## config.mk

```make
export PLATFORM = sky130hd
export DESIGN_NAME = mmio_uart_ctrl
export DESIGN_NICKNAME = d
export VERILOG_FILES = /design/src/rtl/mmio_uart_ctrl.sv
export SDC_FILE = /design/constraint.sdc
export NUM_CORES = 1
export LEC_CHECK = 0
export ABC_AREA = 1
export CAP_MARGIN = 20
export CORE_ASPECT_RATIO = 2
export CORE_MARGIN = 2
export CORE_UTILIZATION = 45
export DETAILED_ROUTE_END_ITERATION = 12
export GPL_TIMING_DRIVEN = 0
export PLACE_DENSITY = 0.7
export SETUP_SLACK_MARGIN = 0.05
export SYNTH_ARGS = -nofsm -noshare
export SYNTH_HDL_FRONTEND = slang
export SYNTH_SLANG_ARGS = --single-unit
export TNS_END_PERCENT = 100
```

## constraint.sdc

```tcl
create_clock -name clk -period 5.15 [get_ports clk]
set_clock_uncertainty 0.15 [all_clocks]
set_input_delay 0.7725 -clock clk [delete_from_list [all_inputs] [get_ports clk]]
set_output_delay 0.7725 -clock clk [all_outputs]
set_load 0.03 [all_outputs]
```

## src/rtl/mmio_uart_ctrl.sv

```systemverilog
// MEM-stage MMIO slave: 8N1 UART, cycle counter and retired-instruction counter.
// Define MMIO_RX_FIFO_EN to replace the single-byte RX holding register with an RX FIFO.
module mmio_uart_ctrl #(
  parameter int unsigned CPU_CLOCK_FREQ = 50_000_000,
  parameter int unsigned BAUD_RATE      = 115200,
  parameter int unsigned RX_FIFO_DEPTH  = 8
) (
  input  logic        clk,
  input  logic        rst,
  input  logic [31:0] addr,
  input  logic [31:0] din,
  input  logic        en,
  input  logic        we,
  input  logic        inst_retire,
  input  logic        serial_in,
  output logic        serial_out,
  output logic [31:0] dout
);

  localparam int unsigned BIT_T  = CPU_CLOCK_FREQ / BAUD_RATE;
  localparam int unsigned HALF_T = BIT_T / 2;
  localparam int unsigned BCW    = $clog2(BIT_T);

  localparam logic [7:0] A_CTRL = 8'h00;
  localparam logic [7:0] A_RXD  = 8'h04;
  localparam logic [7:0] A_TXD  = 8'h08;
  localparam logic [7:0] A_CYC  = 8'h10;
  localparam logic [7:0] A_INST = 8'h14;
  localparam logic [7:0] A_CRST = 8'h18;

  localparam logic [0:0] TX_IDLE  = 1'b0;
  localparam logic [0:0] TX_SHIFT = 1'b1;

  localparam logic [1:0] RX_IDLE  = 2'd0;
  localparam logic [1:0] RX_START = 2'd1;
  localparam logic [1:0] RX_DATA  = 2'd2;
  localparam logic [1:0] RX_STOP  = 2'd3;

  logic [31:0]    cyc_q, cyc_d, inst_q, inst_d, dout_q, dout_d;
  logic [0:0]     tx_state_q, tx_state_d;
  logic [9:0]     tx_shift_q, tx_shift_d;
  logic [3:0]     tx_bit_q, tx_bit_d;
  logic [BCW-1:0] tx_baud_q, tx_baud_d;
  logic           serial_out_q, serial_out_d;
  logic [1:0]     rx_sync_q, rx_sync_d;
  logic           rx_prev_q, rx_prev_d;
  logic [1:0]     rx_state_q, rx_state_d;
  logic [2:0]     rx_bit_q, rx_bit_d;
  logic [BCW-1:0] rx_baud_q, rx_baud_d;
  logic [7:0]     rx_shift_q, rx_shift_d;
  logic           overrun_q, overrun_d;
  logic           rx_push, rx_pop, rx_valid, rd_acc, wr_acc, rx_line;
  logic [7:0]     rx_head, ofs;
  logic           unused_bits;

  assign ofs         = addr[7:0];
  assign rd_acc      = en && !we;
  assign wr_acc      = en && we;
  assign rx_line     = rx_sync_q[1];
  assign rx_pop      = rd_acc && (ofs == A_RXD) && rx_valid;
  assign serial_out  = serial_out_q;
  assign dout        = dout_q;
  assign unused_bits = ^{addr[31:8], din[31:8]};

`ifdef MMIO_RX_FIFO_EN
  localparam int unsigned PW = $clog2(RX_FIFO_DEPTH);
  localparam int unsigned CW = PW + 1;

  logic [7:0]    fifo_mem [RX_FIFO_DEPTH];
  logic [PW-1:0] wr_ptr_q, wr_ptr_d, rd_ptr_q, rd_ptr_d;
  logic [CW-1:0] cnt_q, cnt_d;
  logic          push_ok;

  assign rx_valid = (cnt_q != '0);
  assign rx_head  = fifo_mem[rd_ptr_q];

  // A pop in the same cycle frees a slot, so a full FIFO still accepts then.
  always_comb begin
    overrun_d = overrun_q;
    push_ok   = rx_push && ((cnt_q != CW'(RX_FIFO_DEPTH)) || rx_pop);
    if (rd_acc && (ofs == A_CTRL)) overrun_d = 1'b0;
    if (rx_push && !push_ok) overrun_d = 1'b1;
    wr_ptr_d = wr_ptr_q + PW'(push_ok);
    rd_ptr_d = rd_ptr_q + PW'(rx_pop);
    cnt_d    = cnt_q + CW'(push_ok) - CW'(rx_pop);
  end

  always_ff @(posedge clk) begin
    if (rst) begin
      wr_ptr_q  <= '0;
      rd_ptr_q  <= '0;
      cnt_q     <= '0;
      overrun_q <= 1'b0;
    end else begin
      wr_ptr_q  <= wr_ptr_d;
      rd_ptr_q  <= rd_ptr_d;
      cnt_q     <= cnt_d;
      overrun_q <= overrun_d;
    end
  end

  always_ff @(posedge clk) begin
    if (push_ok) fifo_mem[wr_ptr_q] <= rx_shift_q;
  end
`else
  logic [7:0] rx_buf_q, rx_buf_d;
  logic       rx_full_q, rx_full_d;

  assign rx_valid = rx_full_q;
  assign rx_head  = rx_buf_q;

  // Single holding byte: a push only lands if the slot is free or being popped.
  always_comb begin
    rx_buf_d  = rx_buf_q;
    rx_full_d = rx_full_q;
    overrun_d = overrun_q;
    if (rd_acc && (ofs == A_CTRL)) overrun_d = 1'b0;
    if (rx_pop) rx_full_d = 1'b0;
    if (rx_push) begin
      if (rx_full_q && !rx_pop) begin
        overrun_d = 1'b1;
      end else begin
        rx_buf_d  = rx_shift_q;
        rx_full_d = 1'b1;
      end
    end
  end

  always_ff @(posedge clk) begin
    if (rst) begin
      rx_buf_q  <= '0;
      rx_full_q <= 1'b0;
      overrun_q <= 1'b0;
    end else begin
      rx_buf_q  <= rx_buf_d;
      rx_full_q <= rx_full_d;
      overrun_q <= overrun_d;
    end
  end
`endif

  // Next-state for counters, read port, TX and RX FSMs.
  always_comb begin
    cyc_d        = cyc_q + 32'd1;
    inst_d       = inst_q + 32'(inst_retire);
    dout_d       = dout_q;
    tx_state_d   = tx_state_q;
    tx_shift_d   = tx_shift_q;
    tx_bit_d     = tx_bit_q;
    tx_baud_d    = tx_baud_q;
    rx_sync_d    = {rx_sync_q[0], serial_in};
    rx_prev_d    = rx_line;
    rx_state_d   = rx_state_q;
    rx_bit_d     = rx_bit_q;
    rx_baud_d    = rx_baud_q;
    rx_shift_d   = rx_shift_q;
    rx_push      = 1'b0;

    if (wr_acc && (ofs == A_CRST)) begin
      cyc_d  = '0;
      inst_d = '0;
    end

    if (rd_acc) begin
      case (ofs)
        A_CTRL:  dout_d = {29'b0, overrun_q, rx_valid, tx_state_q == TX_IDLE};
        A_RXD:   dout_d = {24'b0, rx_valid ? rx_head : 8'h00};
        A_CYC:   dout_d = cyc_q;
        A_INST:  dout_d = inst_q;
        default: dout_d = '0;
      endcase
    end

    case (tx_state_q)
      TX_IDLE: begin
        if (wr_acc && (ofs == A_TXD)) begin
          tx_state_d = TX_SHIFT;
          tx_shift_d = {1'b1, din[7:0], 1'b0};
          tx_bit_d   = '0;
          tx_baud_d  = '0;
        end
      end
      default: begin
        if (tx_baud_q == BCW'(BIT_T - 1)) begin
          tx_baud_d = '0;
          if (tx_bit_q == 4'd9) begin
            tx_state_d = TX_IDLE;
          end else begin
            tx_shift_d = {1'b1, tx_shift_q[9:1]};
            tx_bit_d   = tx_bit_q + 4'd1;
          end
        end else begin
          tx_baud_d = tx_baud_q + BCW'(1);
        end
      end
    endcase
    serial_out_d = (tx_state_d == TX_SHIFT) ? tx_shift_d[0] : 1'b1;

    // Start bit is checked at half a bit; later samples land mid-bit.
    case (rx_state_q)
      RX_IDLE: begin
        if (rx_prev_q && !rx_line) begin
          rx_state_d = RX_START;
          rx_baud_d  = '0;
        end
      end
      RX_START: begin
        if (rx_baud_q == BCW'(HALF_T - 1)) begin
          rx_baud_d  = '0;
          rx_bit_d   = '0;
          rx_state_d = rx_line ? RX_IDLE : RX_DATA;
        end else begin
          rx_baud_d = rx_baud_q + BCW'(1);
        end
      end
      RX_DATA: begin
        if (rx_baud_q == BCW'(BIT_T - 1)) begin
          rx_baud_d  = '0;
          rx_shift_d = {rx_line, rx_shift_q[7:1]};
          rx_bit_d   = rx_bit_q + 3'd1;
          if (rx_bit_q == 3'd7) rx_state_d = RX_STOP;
        end else begin
          rx_baud_d = rx_baud_q + BCW'(1);
        end
      end
      default: begin
        if (rx_baud_q == BCW'(BIT_T - 1)) begin
          rx_baud_d  = '0;
          rx_push    = rx_line;
          rx_state_d = RX_IDLE;
        end else begin
          rx_baud_d = rx_baud_q + BCW'(1);
        end
      end
    endcase
  end

  always_ff @(posedge clk) begin
    if (rst) begin
      cyc_q        <= '0;
      inst_q       <= '0;
      dout_q       <= '0;
      tx_state_q   <= TX_IDLE;
      tx_shift_q   <= '1;
      tx_bit_q     <= '0;
      tx_baud_q    <= '0;
      serial_out_q <= 1'b1;
      rx_sync_q    <= 2'b11;
      rx_prev_q    <= 1'b1;
      rx_state_q   <= RX_IDLE;
      rx_bit_q     <= '0;
      rx_baud_q    <= '0;
      rx_shift_q   <= '0;
    end else begin
      cyc_q        <= cyc_d;
      inst_q       <= inst_d;
      dout_q       <= dout_d;
      tx_state_q   <= tx_state_d;
      tx_shift_q   <= tx_shift_d;
      tx_bit_q     <= tx_bit_d;
      tx_baud_q    <= tx_baud_d;
      serial_out_q <= serial_out_d;
      rx_sync_q    <= rx_sync_d;
      rx_prev_q    <= rx_prev_d;
      rx_state_q   <= rx_state_d;
      rx_bit_q     <= rx_bit_d;
      rx_baud_q    <= rx_baud_d;
      rx_shift_q   <= rx_shift_d;
    end
  end

endmodule
```

==> results of run 1 <==
## final cells by class
| type | count | area [um2] | area share, % |
|---|---|---|---|
| inverters | 134 | 503 | 5.43 |
| plain buffers | 33 | 183 | 1.97 |
| clock inverters | 14 | 129 | 1.39 |
| clock buffers | 17 | 425 | 4.59 |
| repair buffers | 53 | 531 | 5.73 |
| well taps | 210 | 263 | 2.84 |
| flip-flops and latches | 156 | 3120 | 33.7 |
| multi-input cells | 832 | 4110 | 44.4 |
## worst max-delay path, cell delays in order
cell,delay [ns]
clkdlybuf4s50_1,0.48
ha_1,0.19
ha_1,0.21
nand3_2,0.13
nor2_4,0.23
nand2_2,0.20
inv_2,0.14
nand2_1,0.10
o21ai_1,0.13
a21oi_1,0.07
## path summary, 6_finish.rpt
kind	startpoint	to	slack, ns	cells past startpoint
setup / recovery	inst_retire	inst_q[16]	2.65	10
hold / removal	rx_sync_q[0]	rx_sync_q[1]	0.26	1
setup reg to reg	inst_q[0]	inst_q[16]	3.08	9
hold reg to reg	rx_sync_q[0]	rx_sync_q[1]	0.26	1
## stage by stage
stage / cell area [um2] / setup WS [ns] / total power, W / util (%) / cells
2_1_floorplan: 7920 / 3.01 / 0.00134 / - / 1155
3_3_place_gp: 8710 / 2.19 / 0.00139 / 50.4 / 1418
3_5_place_dp: 8710 / 2.21 / 0.00139 / 50.4 / 1418
4_1_cts: 9270 / 2.67 / 0.00258 / 53.7 / 1449
5_1_grt: 9270 / 2.50 / 0.00264 / 53.7 / 1449
6_report: 9270 / 2.65 / 0.00256 / 53.7 / 1449
## synthesized netlist by cell type, drive strengths merged
| cell | n | area, um2 |
|---|---|---|
| nand3b | 8 | 72.6 |
| nor3b | 3 | 27.5 |
| clkinv | 2 | 7.51 |
| nand2 | 339 | 1310 |
| nand4 | 31 | 206 |
| nor2 | 116 | 546 |
| or2 | 7 | 43.8 |
| nor2b | 1 | 6.26 |
| a21o | 1 | 7.51 |
| o22ai | 20 | 125 |
| xor2 | 4 | 35.0 |
| clkbuf | 12 | 45.0 |
| xnor2 | 1 | 8.76 |
| ha | 12 | 150 |
| a21oi | 123 | 623 |
| o21a | 5 | 37.5 |
| nand3 | 89 | 490 |
| nor3 | 35 | 236 |
| inv | 132 | 495 |
| dfxtp | 156 | 3120 |
| buf | 21 | 138 |
| o21ai | 37 | 189 |
## cell families after synthesis
group,share of synthesized area (%)
compound gates,12.4
fa+ha+maj,1.90
xor+xnor,0.553
buf+inv,8.66
simple gates,37.1
flops,39.4
## routing by layer
metal | vias up | track usage [%]
met5 | - | 0
met4 | 0 | 20.3
met3 | 81 | 3.24
met2 | 172 | 49.8
met1 | 3532 | 22.1
li1 | 3904 | -
## registers in the layout (all words and copies together), names as in the netlist
register,count
rx_buf_q,8
rx_full_q,1
tx_state_q,1
rx_state_q,2
inst_q,32
rx_prev_q,1
dout,32
tx_bit_q,4
rx_shift_q,8
cyc_q,32
overrun_q,1
tx_baud_q,9
rx_bit_q,3
tx_shift_q,10
rx_sync_q,2
rx_baud_q,9
serial_out,1
## power groups by stage
stage	Sequential, W	Clock [W]	Combinational [W]
after floorplan	0.00125	0	0.0000843
after global placement	0.00126	0	0.000129
after detailed placement	0.00126	0	0.000131
after CTS	0.00123	0.00122	0.000131
after global routing	0.00123	0.00126	0.000146
final	0.00123	0.00120	0.000130
==> flow_summary.html, run 1 <==
<table>
<tr><th>Metric</th><th>Value</th></tr>
<tr><th colspan="2">Timing</th></tr>
<tr><td>Remaining max-slew budget at the tightest pin</td><td>a little under three fifths</td></tr>
<tr><td>Sum of negative setup slack</td><td>0 ns</td></tr>
<tr><td>Share of the clock period used by the worst path</td><td>48.6%</td></tr>
<tr><td>Endpoints failing hold</td><td>0</td></tr>
<tr><td>RSZ-0062 raised after global routing</td><td>false</td></tr>
<tr><td>Setup-violating endpoint count in the final report</td><td>0</td></tr>
<tr><td>Worst hold slack across all endpoints</td><td>0.260 ns</td></tr>
<tr><td>Max-slew violation count</td><td>0</td></tr>
<tr><td>Actual slew at the worst max-slew pin</td><td>0.651 ns</td></tr>
<tr><td>Post-route minimum period</td><td>approximately 2.5 ns</td></tr>
<tr><td>Highest Clock Rate</td><td>400 MHz</td></tr>
<tr><th colspan="2">Routing</th></tr>
<tr><td>Drt first pass iters</td><td>5</td></tr>
<tr><td>WL met3</td><td>634 um</td></tr>
<tr><td>Number of antenna-violating nets in the routed design</td><td>0</td></tr>
<tr><td>Post-detailed-routing wire length</td><td>23.5 mm</td></tr>
<tr><td>Iteration-0 DRC Markers</td><td>368</td></tr>
<tr><td>Via count of the routed design</td><td>7,689</td></tr>
<tr><td>Met1 Routed Length</td><td>7.79 mm</td></tr>
<tr><td>Met2 wire len</td><td>13.2 mm</td></tr>
<tr><td>Average wire per standard cell</td><td>16.2 um</td></tr>
<tr><td>Via/cell ratio</td><td>5.31</td></tr>
<tr><td>Count of unresolved DRC violations after routing</td><td>0</td></tr>
<tr><td>Highest layer used for signal routing</td><td>met4</td></tr>
<tr><th colspan="2">GRT</th></tr>
<tr><td>Global-route wire length before repair</td><td>36.6 mm</td></tr>
<tr><td>GRT overflow</td><td>0</td></tr>
<tr><td>Antenna violations before repair</td><td>0</td></tr>
<tr><td>Number of global-route vias before repair</td><td>7,381</td></tr>
<tr><td>GRT Util Overall</td><td>25.2%</td></tr>
<tr><td>Maximum number of pins on one net before global-route repair</td><td>17</td></tr>
<tr><th colspan="2">Yosys</th></tr>
<tr><td>Syn Area/Cell</td><td>between 6 and 7 um2</td></tr>
<tr><td>Ys Warns</td><td>0</td></tr>
<tr><td>Portion of the post-synthesis area used by sequential elements</td><td>between 30% and 40%</td></tr>
<tr><td>Synthesized flop and latch total</td><td>156</td></tr>
<tr><td>Count of different cell masters after synthesis</td><td>40</td></tr>
<tr><td>Synthesized area</td><td>roughly 7900 um2</td></tr>
<tr><td>Syn nets</td><td>1,237</td></tr>
<tr><td>Cell count after synthesis</td><td>1,155</td></tr>
<tr><th colspan="2">Pwr</th></tr>
<tr><td>Total power density per cell area</td><td>276 nW/um2</td></tr>
<tr><td>Net switching power</td><td>0.000662 W</td></tr>
<tr><td>Leakage power</td><td>3.22 nW</td></tr>
<tr><td>Switching share of power</td><td>25.9%</td></tr>
<tr><td>Sequential fraction of design power</td><td>between 40% and 50%</td></tr>
<tr><td>Combinational power share</td><td>between 5 and 6%</td></tr>
<tr><td>Cell internal power dissipation</td><td>0.00189 W</td></tr>
<tr><td>Peak ir drop on the vdd network</td><td>0.195 mV</td></tr>
<tr><td>Power share of the clock group</td><td>46.8%</td></tr>
<tr><th colspan="2">Setup path</th></tr>
<tr><td>Crit. End Element</td><td>flop</td></tr>
<tr><td>Startpoint kind of the worst setup timing path</td><td>input pin</td></tr>
<tr><td>Largest fanout on the critical path</td><td>5</td></tr>
<tr><td>Endpoint required time on the critical path</td><td>5.32 ns</td></tr>
<tr><td>Data arrival time of the critical path</td><td>roughly 2.7 ns</td></tr>
<tr><td>Type of the worst setup path</td><td>input pin to flop</td></tr>
<tr><th colspan="2">Floorplan</th></tr>
<tr><td>Ports placed on the boundary</td><td>103</td></tr>
<tr><td>Standard cell core area</td><td>between 15,000 and 20,000 um2</td></tr>
<tr><td>Chip height</td><td>192 um</td></tr>
<tr><td>Die footprint</td><td>18,700 um2</td></tr>
<tr><td>Floorplan die width</td><td>97.8 um</td></tr>
<tr><td>Number of core rows</td><td>68</td></tr>
<tr><td>Effective utilization at floorplan</td><td>between 40% and 50%</td></tr>
<tr><th colspan="2">Status</th></tr>
<tr><td>Run status</td><td>finished, final reports clean</td></tr>
<tr><th colspan="2">Final layout</th></tr>
<tr><td>Post-synthesis to final-layout area growth</td><td>17.0%</td></tr>
<tr><td>Count of filler cells inserted in the layout</td><td>1,730</td></tr>
<tr><td>Diode count</td><td>0</td></tr>
<tr><td>Nets</td><td>1,309</td></tr>
<tr><td>Top library cells by usage in the layout, fill and taps aside</td><td>nand2_1, dfxtp_1, a21oi_1</td></tr>
<tr><td>Fraction of final layout cells sized beyond drive strength 1</td><td>10.7%</td></tr>
<tr><td>Most common cell after layout, fill and taps aside</td><td>nand2_1</td></tr>
<tr><th colspan="2">CTS</th></tr>
<tr><td>CTS tree</td><td>done</td></tr>
<tr><td>Bufs on Longest Clock Path</td><td>2</td></tr>
<tr><td>CTS-repair resized insts</td><td>0</td></tr>
<tr><td>Inserted Clock Buffers</td><td>17</td></tr>
<tr><td>Post-CTS Hold Buffers</td><td>0</td></tr>
<tr><td>CTS root buf</td><td>clkbuf_16</td></tr>
<tr><td>Maximum level of the CTS H-tree</td><td>4</td></tr>
<tr><td>Reg clk slew, reported paths</td><td>0.07 ns</td></tr>
<tr><td>Setup bufs post-CTS</td><td>0</td></tr>
<tr><td>Clock Sink Count</td><td>approximately 160</td></tr>
<tr><td>Clock latency on the worst-skew pair</td><td>0.43 ns</td></tr>
<tr><th colspan="2">Place</th></tr>
<tr><td>Final RePlAce weighted congestion</td><td>between 0.9 and 1</td></tr>
<tr><td>Detailed placer's ending HPWL</td><td>18.5 mm</td></tr>
<tr><td>Port bufs</td><td>53</td></tr>
<tr><th colspan="2">Run</th></tr>
<tr><td>Number of max-cap violations</td><td>0</td></tr>
<tr><th colspan="2">Worst hold path</th></tr>
<tr><td>Hold Crit Class</td><td>flop to flop</td></tr>
</table>
Power figures use the tool's default switching activity.
==> run 2: changes to the inputs <==
--- a/config.mk
+++ b/config.mk
@@ -12,7 +12,7 @@
 export CORE_UTILIZATION = 45
 export DETAILED_ROUTE_END_ITERATION = 12
 export GPL_TIMING_DRIVEN = 0
-export PLACE_DENSITY = 0.7
+export PLACE_DENSITY = 0.73
 export SETUP_SLACK_MARGIN = 0.05
 export SYNTH_ARGS = -nofsm -noshare
 export SYNTH_HDL_FRONTEND = slang
==> constraint.sdc (replaced) <==
create_clock -name clk -period 2.05 [get_ports clk]
set_clock_uncertainty 0.15 [all_clocks]
set_input_delay 0.3075 -clock clk [delete_from_list [all_inputs] [get_ports clk]]
set_output_delay 0.3075 -clock clk [all_outputs]
set_load 0.03 [all_outputs]
==> run 2 against run 1 <==
Effect of this change: via count up 0.99%; final area increased by 0.80%; hold slack better by 0.0024 ns; die area did not move; setup slack got worse by 2.6 ns; critical path type unchanged; sequential share of layout area is 0.25 points lower; highest routed layer unchanged; wire length shrank 0.58%; utilization grew 0.43 points; register-to-register slack worse by 3.0 ns; combinational power rose to 2.5 times the previous value; sequential cell count did not move.
==> flow_summary.html, run 2 (synthesis results as in run 1) <==
<table>
<tr><th>Metric</th><th>Value</th></tr>
<tr><th colspan="2">CTS</th></tr>
<tr><td>Post-CTS Hold Buffers</td><td>0 (unchanged)</td></tr>
<tr><td>Bufs on Longest Clock Path</td><td>2 (unchanged)</td></tr>
<tr><td>Maximum level of the CTS H-tree</td><td>4 (unchanged)</td></tr>
<tr><td>CTS root buf</td><td>clkbuf_16</td></tr>
<tr><td>Clock latency on the worst-skew pair</td><td>0.43 ns (about the same)</td></tr>
<tr><td>Clock Sink Count</td><td>156 (unchanged)</td></tr>
<tr><td>Inserted Clock Buffers</td><td>17 (unchanged)</td></tr>
<tr><td>Reg clk slew, reported paths</td><td>0.07 ns (about the same)</td></tr>
<tr><td>CTS tree</td><td>done</td></tr>
<tr><th colspan="2">Timing</th></tr>
<tr><td>Endpoints failing hold</td><td>0 (unchanged)</td></tr>
<tr><td>Final Worst Setup Slack</td><td>0.0965 ns (-2.55 ns)</td></tr>
<tr><td>Setup-violating endpoint count in the final report</td><td>0 (unchanged)</td></tr>
<tr><td>Max-slew violation count</td><td>0 (unchanged)</td></tr>
<tr><td>Highest Clock Rate</td><td>512 MHz</td></tr>
<tr><td>Share of the clock period used by the worst path</td><td>95.3%</td></tr>
<tr><td>RSZ-0062 raised after global routing</td><td>false</td></tr>
<tr><td>Remaining max-slew budget at the tightest pin</td><td>48.0% (-8.5 points)</td></tr>
<tr><td>Post-route minimum period</td><td>1.95 ns</td></tr>
<tr><td>Actual slew at the worst max-slew pin</td><td>0.779 ns (+0.128 ns)</td></tr>
<tr><th colspan="2">Floorplan</th></tr>
<tr><td>Die footprint</td><td>18,700 um2 (unchanged)</td></tr>
<tr><td>Standard cell core area</td><td>17,300 um2 (unchanged)</td></tr>
<tr><td>Floorplan die width</td><td>97.8 um (unchanged)</td></tr>
<tr><td>Effective utilization at floorplan</td><td>45.8% (unchanged)</td></tr>
<tr><td>Chip height</td><td>192 um (unchanged)</td></tr>
<tr><td>Number of core rows</td><td>68 (unchanged)</td></tr>
<tr><td>Ports placed on the boundary</td><td>103 (unchanged)</td></tr>
<tr><th colspan="2">GRT</th></tr>
<tr><td>Maximum number of pins on one net before global-route repair</td><td>17 (unchanged)</td></tr>
<tr><td>Antenna violations before repair</td><td>0 (unchanged)</td></tr>
<tr><td>GRT Util Overall</td><td>25.5% (+0.33 points)</td></tr>
<tr><td>Global-route wire length before repair</td><td>37.4 mm (+2.1%)</td></tr>
<tr><td>Number of global-route vias before repair</td><td>7,828 (+6.1%)</td></tr>
<tr><td>GRT overflow</td><td>0 (unchanged)</td></tr>
<tr><th colspan="2">Setup path</th></tr>
<tr><td>Type of the worst setup path</td><td>input pin to flop</td></tr>
<tr><td>Cell mode on critical path</td><td>ha_1</td></tr>
<tr><td>Cell type of the slowest stage on the worst timing path</td><td>clkdlybuf4s50_1</td></tr>
<tr><td>Worst-path cell chain</td><td>clkdlybuf4s50_1 -&gt; ha_1 -&gt; ha_1 -&gt; nand3_2 -&gt; nor2_4 -&gt; nand2_4 -&gt; inv_4 -&gt; nand2_1 -&gt; o21ai_1 -&gt; a21oi_1</td></tr>
<tr><td>Crit path largest cell delay</td><td>0.49 ns (about the same)</td></tr>
<tr><td>Startpoint kind of the worst setup timing path</td><td>input pin</td></tr>
<tr><td>Largest fanout on the critical path</td><td>4 (-1)</td></tr>
<tr><td>Data arrival time of the critical path</td><td>2.11 ns (-0.56 ns)</td></tr>
<tr><td>Crit. End Element</td><td>flop</td></tr>
<tr><td>Endpoint required time on the critical path</td><td>2.21 ns (-3.11 ns)</td></tr>
<tr><th colspan="2">Final layout</th></tr>
<tr><td>Top library cells by usage in the layout, fill and taps aside</td><td>nand2_1, dfxtp_1, a21oi_1</td></tr>
<tr><td>Diode count</td><td>0 (unchanged)</td></tr>
<tr><td>Finished layout cell area</td><td>9340 um2 (+0.80%)</td></tr>
<tr><td>Count of filler cells inserted in the layout</td><td>1,703 (-1.6%)</td></tr>
<tr><td>Nets</td><td>1,310 (+0.076%)</td></tr>
<tr><td>Most common cell after layout, fill and taps aside</td><td>nand2_1</td></tr>
<tr><td>Post-synthesis to final-layout area growth</td><td>17.9%</td></tr>
<tr><td>Fraction of final layout cells sized beyond drive strength 1</td><td>11.3% (+0.55 points)</td></tr>
<tr><td>Share of the core filled with cells in the final layout</td><td>54.1% (+0.43 points)</td></tr>
<tr><td>Count of non-filler cells in the finished layout</td><td>1,451 (+0.14%)</td></tr>
<tr><th colspan="2">Routing</th></tr>
<tr><td>Count of unresolved DRC violations after routing</td><td>0 (unchanged)</td></tr>
<tr><td>Via count of the routed design</td><td>7,765 (+0.99%)</td></tr>
<tr><td>Number of antenna-violating nets in the routed design</td><td>0 (unchanged)</td></tr>
<tr><td>Drt first pass iters</td><td>5 (unchanged)</td></tr>
<tr><td>Iteration-0 DRC Markers</td><td>346 (-6.0%)</td></tr>
<tr><td>Post-detailed-routing wire length</td><td>23.4 mm (-0.58%)</td></tr>
<tr><td>Average wire per standard cell</td><td>16.1 um (-0.72%)</td></tr>
<tr><td>Via/cell ratio</td><td>5.35 (+0.85%)</td></tr>
<tr><th colspan="2">Place</th></tr>
<tr><td>Setup slack at placement</td><td>-0.446 ns (-2.66 ns)</td></tr>
<tr><td>Port bufs</td><td>53 (unchanged)</td></tr>
<tr><td>Final RePlAce weighted congestion</td><td>0.954 (-3.0%)</td></tr>
<tr><td>Area of placed instances</td><td>8710 um2 (unchanged)</td></tr>
<tr><td>Placed insts</td><td>1,418 (unchanged)</td></tr>
<tr><td>Detailed placer's ending HPWL</td><td>18.4 mm (-0.80%)</td></tr>
<tr><th colspan="2">Worst hold path</th></tr>
<tr><td>Hold Crit Class</td><td>flop to flop</td></tr>
<tr><th colspan="2">Pwr</th></tr>
<tr><td>Total power density per cell area</td><td>705 nW/um2 (+160%)</td></tr>
<tr><td>Leakage power</td><td>3.28 nW (+1.7%)</td></tr>
<tr><td>Peak ir drop on the vdd network</td><td>0.499 mV (+160%)</td></tr>
<tr><td>Power after layout</td><td>0.00658 W (+160%)</td></tr>
<tr><th colspan="2">Status</th></tr>
<tr><td>Run status</td><td>finished, final reports clean</td></tr>
<tr><th colspan="2">Run</th></tr>
<tr><td>Number of max-cap violations</td><td>0 (unchanged)</td></tr>
</table>
==> run 2: per-layer routing <==
| metal | GRT usage [%] | vias up | routed length (um) |
|---|---|---|---|
| met1 | 22.2 | 3585 | 7760 |
| met2 | 48.8 | 173 | 12700 |
| met4 | 22.8 | 0 | 2230 |
| met3 | 4.18 | 95 | 652 |
| li1 | - | 3912 | - |
| met5 | 0 | - | 0 |
==> run 2: path summary, 6_finish.rpt <==
| check | start | end | slack (ns) | depth (start not counted) |
|---|---|---|---|---|
| max | inst_retire | inst_q[16] | 0.1 | 10 |
| min | rx_sync_q[0] | rx_sync_q[1] | 0.26 | 1 |
| max reg2reg | inst_q[0] | inst_q[16] | 0.11 | 9 |
| min reg2reg | rx_sync_q[0] | rx_sync_q[1] | 0.26 | 1 |
==> run 2: power breakdown <==
part	switching [W]	total (W)	internal (W)
logic	0.000218	0.000328	0.000111
registers	0.0000323	0.00309	0.00306
clock network	0.00142	0.00317	0.00175
==> run 2: final cells by class <==
| cell class | instances | area (um2) | area share, % |
|---|---|---|---|
| buffer | 33 | 183 | 1.96 |
| clock buffer | 18 | 439 | 4.70 |
| clock inverter | 14 | 150 | 1.61 |
| inverter | 134 | 505 | 5.41 |
| multi-input combinational | 832 | 4140 | 44.3 |
| sequential | 156 | 3120 | 33.4 |
| tap | 210 | 263 | 2.81 |
| timing repair buffer | 54 | 538 | 5.76 |
==> run 2: critical path, delay by kind of cell <==
family                   cells  cell delay, ns
AND/OR/NAND/NOR              4            0.52
AO/OA/AOI/OAI                2            0.27
buffers and inverters        2            0.60
adder cells (fa/ha/maj)      2            0.41
==> run 2: through the flow <==
step | hold slack, ns | TNS [ns]
after floorplan | 0.239 | 0
after global placement | 0.241 | -6.39
after detailed placement | 0.252 | -9.18
after CTS | 0.269 | 0
after global routing | 0.277 | 0
final | 0.263 | 0
==> run 2: timing repair <==
action | 4_1_cts | 5_1_grt
resized for setup | 2 | 7
pin swaps | 1 | 0
setup buffers | 1 | 0
setup endpoints to repair | 4 | 15
endpoints found under the hold margin | 0 | 0
==> run 3: changes to the inputs <==
--- a/config.mk
+++ b/config.mk
@@ -12,7 +12,7 @@
 export CORE_UTILIZATION = 45
 export DETAILED_ROUTE_END_ITERATION = 12
 export GPL_TIMING_DRIVEN = 0
-export PLACE_DENSITY = 0.73
+export PLACE_DENSITY = 0.7
 export SETUP_SLACK_MARGIN = 0.05
 export SYNTH_ARGS = -nofsm -noshare
 export SYNTH_HDL_FRONTEND = slang
==> constraint.sdc (replaced) <==
create_clock -name clk -period 2.2 [get_ports clk]
set_clock_uncertainty 0.15 [all_clocks]
set_input_delay 0.33 -clock clk [delete_from_list [all_inputs] [get_ports clk]]
set_output_delay 0.33 -clock clk [all_outputs]
set_load 0.03 [all_outputs]
==> run 3 against run 2 <==
Effect of this change: clock power fell by 11%; cell count barely moved; global-route usage decreased by 0.33 points; wire length increased by 0.74%; register-to-register slack improved by 0.12 ns; critical path depth shrank 9; sequential cell count stayed put; hold slack worse by 0.0023 ns; combinational power shrank 7.3%; setup slack better by 0.12 ns; largest cell class unchanged; highest routed layer unchanged.
==> flow_summary.html, run 3 (synthesis results as in run 1) <==
<table>
<tr><th>Metric</th><th>Value</th></tr>
<tr><th colspan="2">Status</th></tr>
<tr><td>Run status</td><td>finished, final reports clean</td></tr>
<tr><th colspan="2">CTS</th></tr>
<tr><td>Clock latency on the worst-skew pair</td><td>0.43 ns (about the same)</td></tr>
<tr><td>CTS-repair resized insts</td><td>0 (-2)</td></tr>
<tr><td>Maximum level of the CTS H-tree</td><td>4 (unchanged)</td></tr>
<tr><td>Clock Sink Count</td><td>156 (unchanged)</td></tr>
<tr><td>Setup bufs post-CTS</td><td>0 (-1)</td></tr>
<tr><td>Bufs on Longest Clock Path</td><td>2 (unchanged)</td></tr>
<tr><td>Post-CTS Hold Buffers</td><td>0 (unchanged)</td></tr>
<tr><td>CTS root buf</td><td>clkbuf_16</td></tr>
<tr><td>Inserted Clock Buffers</td><td>17 (unchanged)</td></tr>
<tr><td>Reg clk slew, reported paths</td><td>0.07 ns (about the same)</td></tr>
<tr><td>CTS tree</td><td>done</td></tr>
<tr><th colspan="2">Floorplan</th></tr>
<tr><td>Ports placed on the boundary</td><td>103 (unchanged)</td></tr>
<tr><td>Number of core rows</td><td>68 (unchanged)</td></tr>
<tr><td>Floorplan die width</td><td>97.8 um (unchanged)</td></tr>
<tr><td>Die footprint</td><td>18,700 um2 (unchanged)</td></tr>
<tr><td>Effective utilization at floorplan</td><td>45.8% (unchanged)</td></tr>
<tr><td>Chip height</td><td>192 um (unchanged)</td></tr>
<tr><td>Standard cell core area</td><td>17,300 um2 (unchanged)</td></tr>
<tr><th colspan="2">Pwr</th></tr>
<tr><td>Net switching power</td><td>0.00156 W (-6.5%)</td></tr>
<tr><td>Power share of the clock group</td><td>46.9% (-1.2 points)</td></tr>
<tr><td>Switching share of power</td><td>26.0% (+0.70 points)</td></tr>
<tr><td>Combinational power share</td><td>5.1% (about the same)</td></tr>
<tr><td>Power after layout</td><td>0.00599 W (-9.0%)</td></tr>
<tr><td>Leakage power</td><td>3.23 nW (-1.5%)</td></tr>
<tr><td>Cell internal power dissipation</td><td>0.00443 W (-9.9%)</td></tr>
<tr><td>Total power density per cell area</td><td>646 nW/um2 (-8.4%)</td></tr>
<tr><td>Peak ir drop on the vdd network</td><td>0.461 mV (-7.6%)</td></tr>
<tr><td>Sequential fraction of design power</td><td>48.0% (+1.1 points)</td></tr>
<tr><th colspan="2">Place</th></tr>
<tr><td>Final RePlAce weighted congestion</td><td>0.984 (+3.1%)</td></tr>
<tr><td>Placed insts</td><td>1,418 (unchanged)</td></tr>
<tr><td>Area of placed instances</td><td>8710 um2 (unchanged)</td></tr>
<tr><td>Port bufs</td><td>53 (unchanged)</td></tr>
<tr><td>Detailed placer's ending HPWL</td><td>18.5 mm (+0.80%)</td></tr>
<tr><th colspan="2">Routing</th></tr>
<tr><td>Met2 wire len</td><td>13.2 mm (+3.6%)</td></tr>
<tr><td>Highest layer used for signal routing</td><td>met4</td></tr>
<tr><td>Via count of the routed design</td><td>7,749 (-0.21%)</td></tr>
<tr><td>Number of antenna-violating nets in the routed design</td><td>0 (unchanged)</td></tr>
<tr><td>Iteration-0 DRC Markers</td><td>417 (+21%)</td></tr>
<tr><td>WL met3</td><td>741 um (+14%)</td></tr>
<tr><td>Met1 Routed Length</td><td>7.70 mm (-0.80%)</td></tr>
<tr><td>Post-detailed-routing wire length</td><td>23.5 mm (+0.74%)</td></tr>
<tr><td>Average wire per standard cell</td><td>16.2 um (+0.81%)</td></tr>
<tr><td>Via/cell ratio</td><td>5.34 (-0.14%)</td></tr>
<tr><td>Count of unresolved DRC violations after routing</td><td>0 (unchanged)</td></tr>
<tr><td>Drt first pass iters</td><td>5 (unchanged)</td></tr>
<tr><th colspan="2">Timing</th></tr>
<tr><td>Max-slew violation count</td><td>0 (unchanged)</td></tr>
<tr><td>Endpoints failing hold</td><td>0 (unchanged)</td></tr>
<tr><td>Setup-violating endpoint count in the final report</td><td>0 (unchanged)</td></tr>
<tr><td>Remaining max-slew budget at the tightest pin</td><td>55.9% (+7.9 points)</td></tr>
<tr><td>Share of the clock period used by the worst path</td><td>90.2%</td></tr>
<tr><td>RSZ-0062 raised after global routing</td><td>false</td></tr>
<tr><td>Post-route minimum period</td><td>1.98 ns</td></tr>
<tr><td>Sum of negative setup slack</td><td>0 ns (unchanged)</td></tr>
<tr><td>Actual slew at the worst max-slew pin</td><td>0.661 ns (-0.118 ns)</td></tr>
<tr><td>Highest Clock Rate</td><td>504 MHz</td></tr>
<tr><th colspan="2">Setup path</th></tr>
<tr><td>Worst path bufs/invs</td><td>1 (-1)</td></tr>
<tr><td>Crit path largest cell delay</td><td>0.69 ns (+0.20 ns)</td></tr>
<tr><td>Cell type of the slowest stage on the worst timing path</td><td>clkdlybuf4s50_1</td></tr>
<tr><td>Endpoint required time on the critical path</td><td>1.72 ns (-0.49 ns)</td></tr>
<tr><td>Largest fanout on the critical path</td><td>2 (-2)</td></tr>
<tr><td>Depth of the worst register-to-register path</td><td>7 (-2)</td></tr>
<tr><td>Register-to-register setup slack</td><td>0.23 ns (+0.12 ns)</td></tr>
<tr><td>Data arrival time of the critical path</td><td>1.50 ns (-0.61 ns)</td></tr>
<tr><td>Startpoint kind of the worst setup timing path</td><td>flop</td></tr>
<tr><td>Critical path depth in cells</td><td>1 (-9)</td></tr>
<tr><td>Type of the worst setup path</td><td>flop to output port</td></tr>
<tr><td>Crit. End Element</td><td>output port</td></tr>
<tr><td>Worst-path cell chain</td><td>clkdlybuf4s50_1</td></tr>
<tr><td>Crit-path leading delay family</td><td>buffers and inverters</td></tr>
<tr><th colspan="2">Run</th></tr>
<tr><td>Number of max-cap violations</td><td>0 (unchanged)</td></tr>
<tr><th colspan="2">GRT</th></tr>
<tr><td>GRT Util Overall</td><td>25.2% (-0.33 points)</td></tr>
<tr><td>Antenna violations before repair</td><td>0 (unchanged)</td></tr>
<tr><td>Maximum number of pins on one net before global-route repair</td><td>17 (unchanged)</td></tr>
<tr><td>GRT overflow</td><td>0 (unchanged)</td></tr>
<tr><td>Global-route wire length before repair</td><td>36.6 mm (-2.1%)</td></tr>
<tr><td>Number of global-route vias before repair</td><td>7,381 (-5.7%)</td></tr>
<tr><th colspan="2">Final layout</th></tr>
<tr><td>Finished layout cell area</td><td>9270 um2 (-0.71%)</td></tr>
<tr><td>Diode count</td><td>0 (unchanged)</td></tr>
<tr><td>Count of filler cells inserted in the layout</td><td>1,727 (+1.4%)</td></tr>
<tr><td>Most common cell after layout, fill and taps aside</td><td>nand2_1</td></tr>
<tr><td>Count of non-filler cells in the finished layout</td><td>1,450 (-0.069%)</td></tr>
<tr><td>Top library cells by usage in the layout, fill and taps aside</td><td>nand2_1, dfxtp_1, a21oi_1</td></tr>
<tr><td>Fraction of final layout cells sized beyond drive strength 1</td><td>10.8% (-0.47 points)</td></tr>
<tr><td>Post-synthesis to final-layout area growth</td><td>17.1%</td></tr>
<tr><td>Nets</td><td>1,310 (unchanged)</td></tr>
<tr><td>Share of the core filled with cells in the final layout</td><td>53.7% (-0.38 points)</td></tr>
<tr><th colspan="2">Worst hold path</th></tr>
<tr><td>Hold Crit Class</td><td>flop to flop</td></tr>
<tr><td>Worst hold path stage count</td><td>1 (unchanged)</td></tr>
</table>
==> run 3: changes by cell type in the layout (fill, tap and decap cells not counted), sizes merged <==
cell    before  now
bufinv       1    0
clkbuf      30   29
inv        139  140
==> run 3: metrics by stage <==
step	hold WS, ns	setup WS [ns]
2_1_floorplan	0.239	0.501
3_3_place_gp	0.245	-0.313
3_5_place_dp	0.248	-0.293
4_1_cts	0.265	0.142
5_1_grt	0.280	0.0849
6_report	0.260	0.215
==> run 3: path summary, 6_finish.rpt <==
kind	start	end
hold reg to reg	rx_sync_q[0]	rx_sync_q[1]
setup / recovery	dout[4]	dout[4]
setup reg to reg	cyc_q[0]	cyc_q[12]
hold / removal	rx_sync_q[0]	rx_sync_q[1]
==> run 3: routing by layer <==
metal,GRT usage [%],up-vias
li1,-,3910
met5,0,-
met1,22.1,3567
met3,3.24,86
met2,49.8,186
met4,20.3,0
==> run 3: layout make-up <==
class / count / area [um2] / share of cell area, %
multi-input combinational: 832 / 4110 / 44.3
buffer: 33 / 183 / 1.97
inverter: 134 / 503 / 5.42
tap: 210 / 263 / 2.83
timing repair buffer: 54 / 538 / 5.80
sequential: 156 / 3120 / 33.7
clock buffer: 17 / 425 / 4.59
clock inverter: 14 / 129 / 1.39
==> run 3: power groups by stage <==
stage / Combinational [W] / Clock [W] / Sequential [W]
floorplan: 0.000197 / 0 / 0.00293
global placement: 0.000303 / 0 / 0.00294
detailed placement: 0.000306 / 0 / 0.00294
CTS: 0.000307 / 0.00285 / 0.00288
global route: 0.000343 / 0.00296 / 0.00288
finish: 0.000304 / 0.00281 / 0.00288
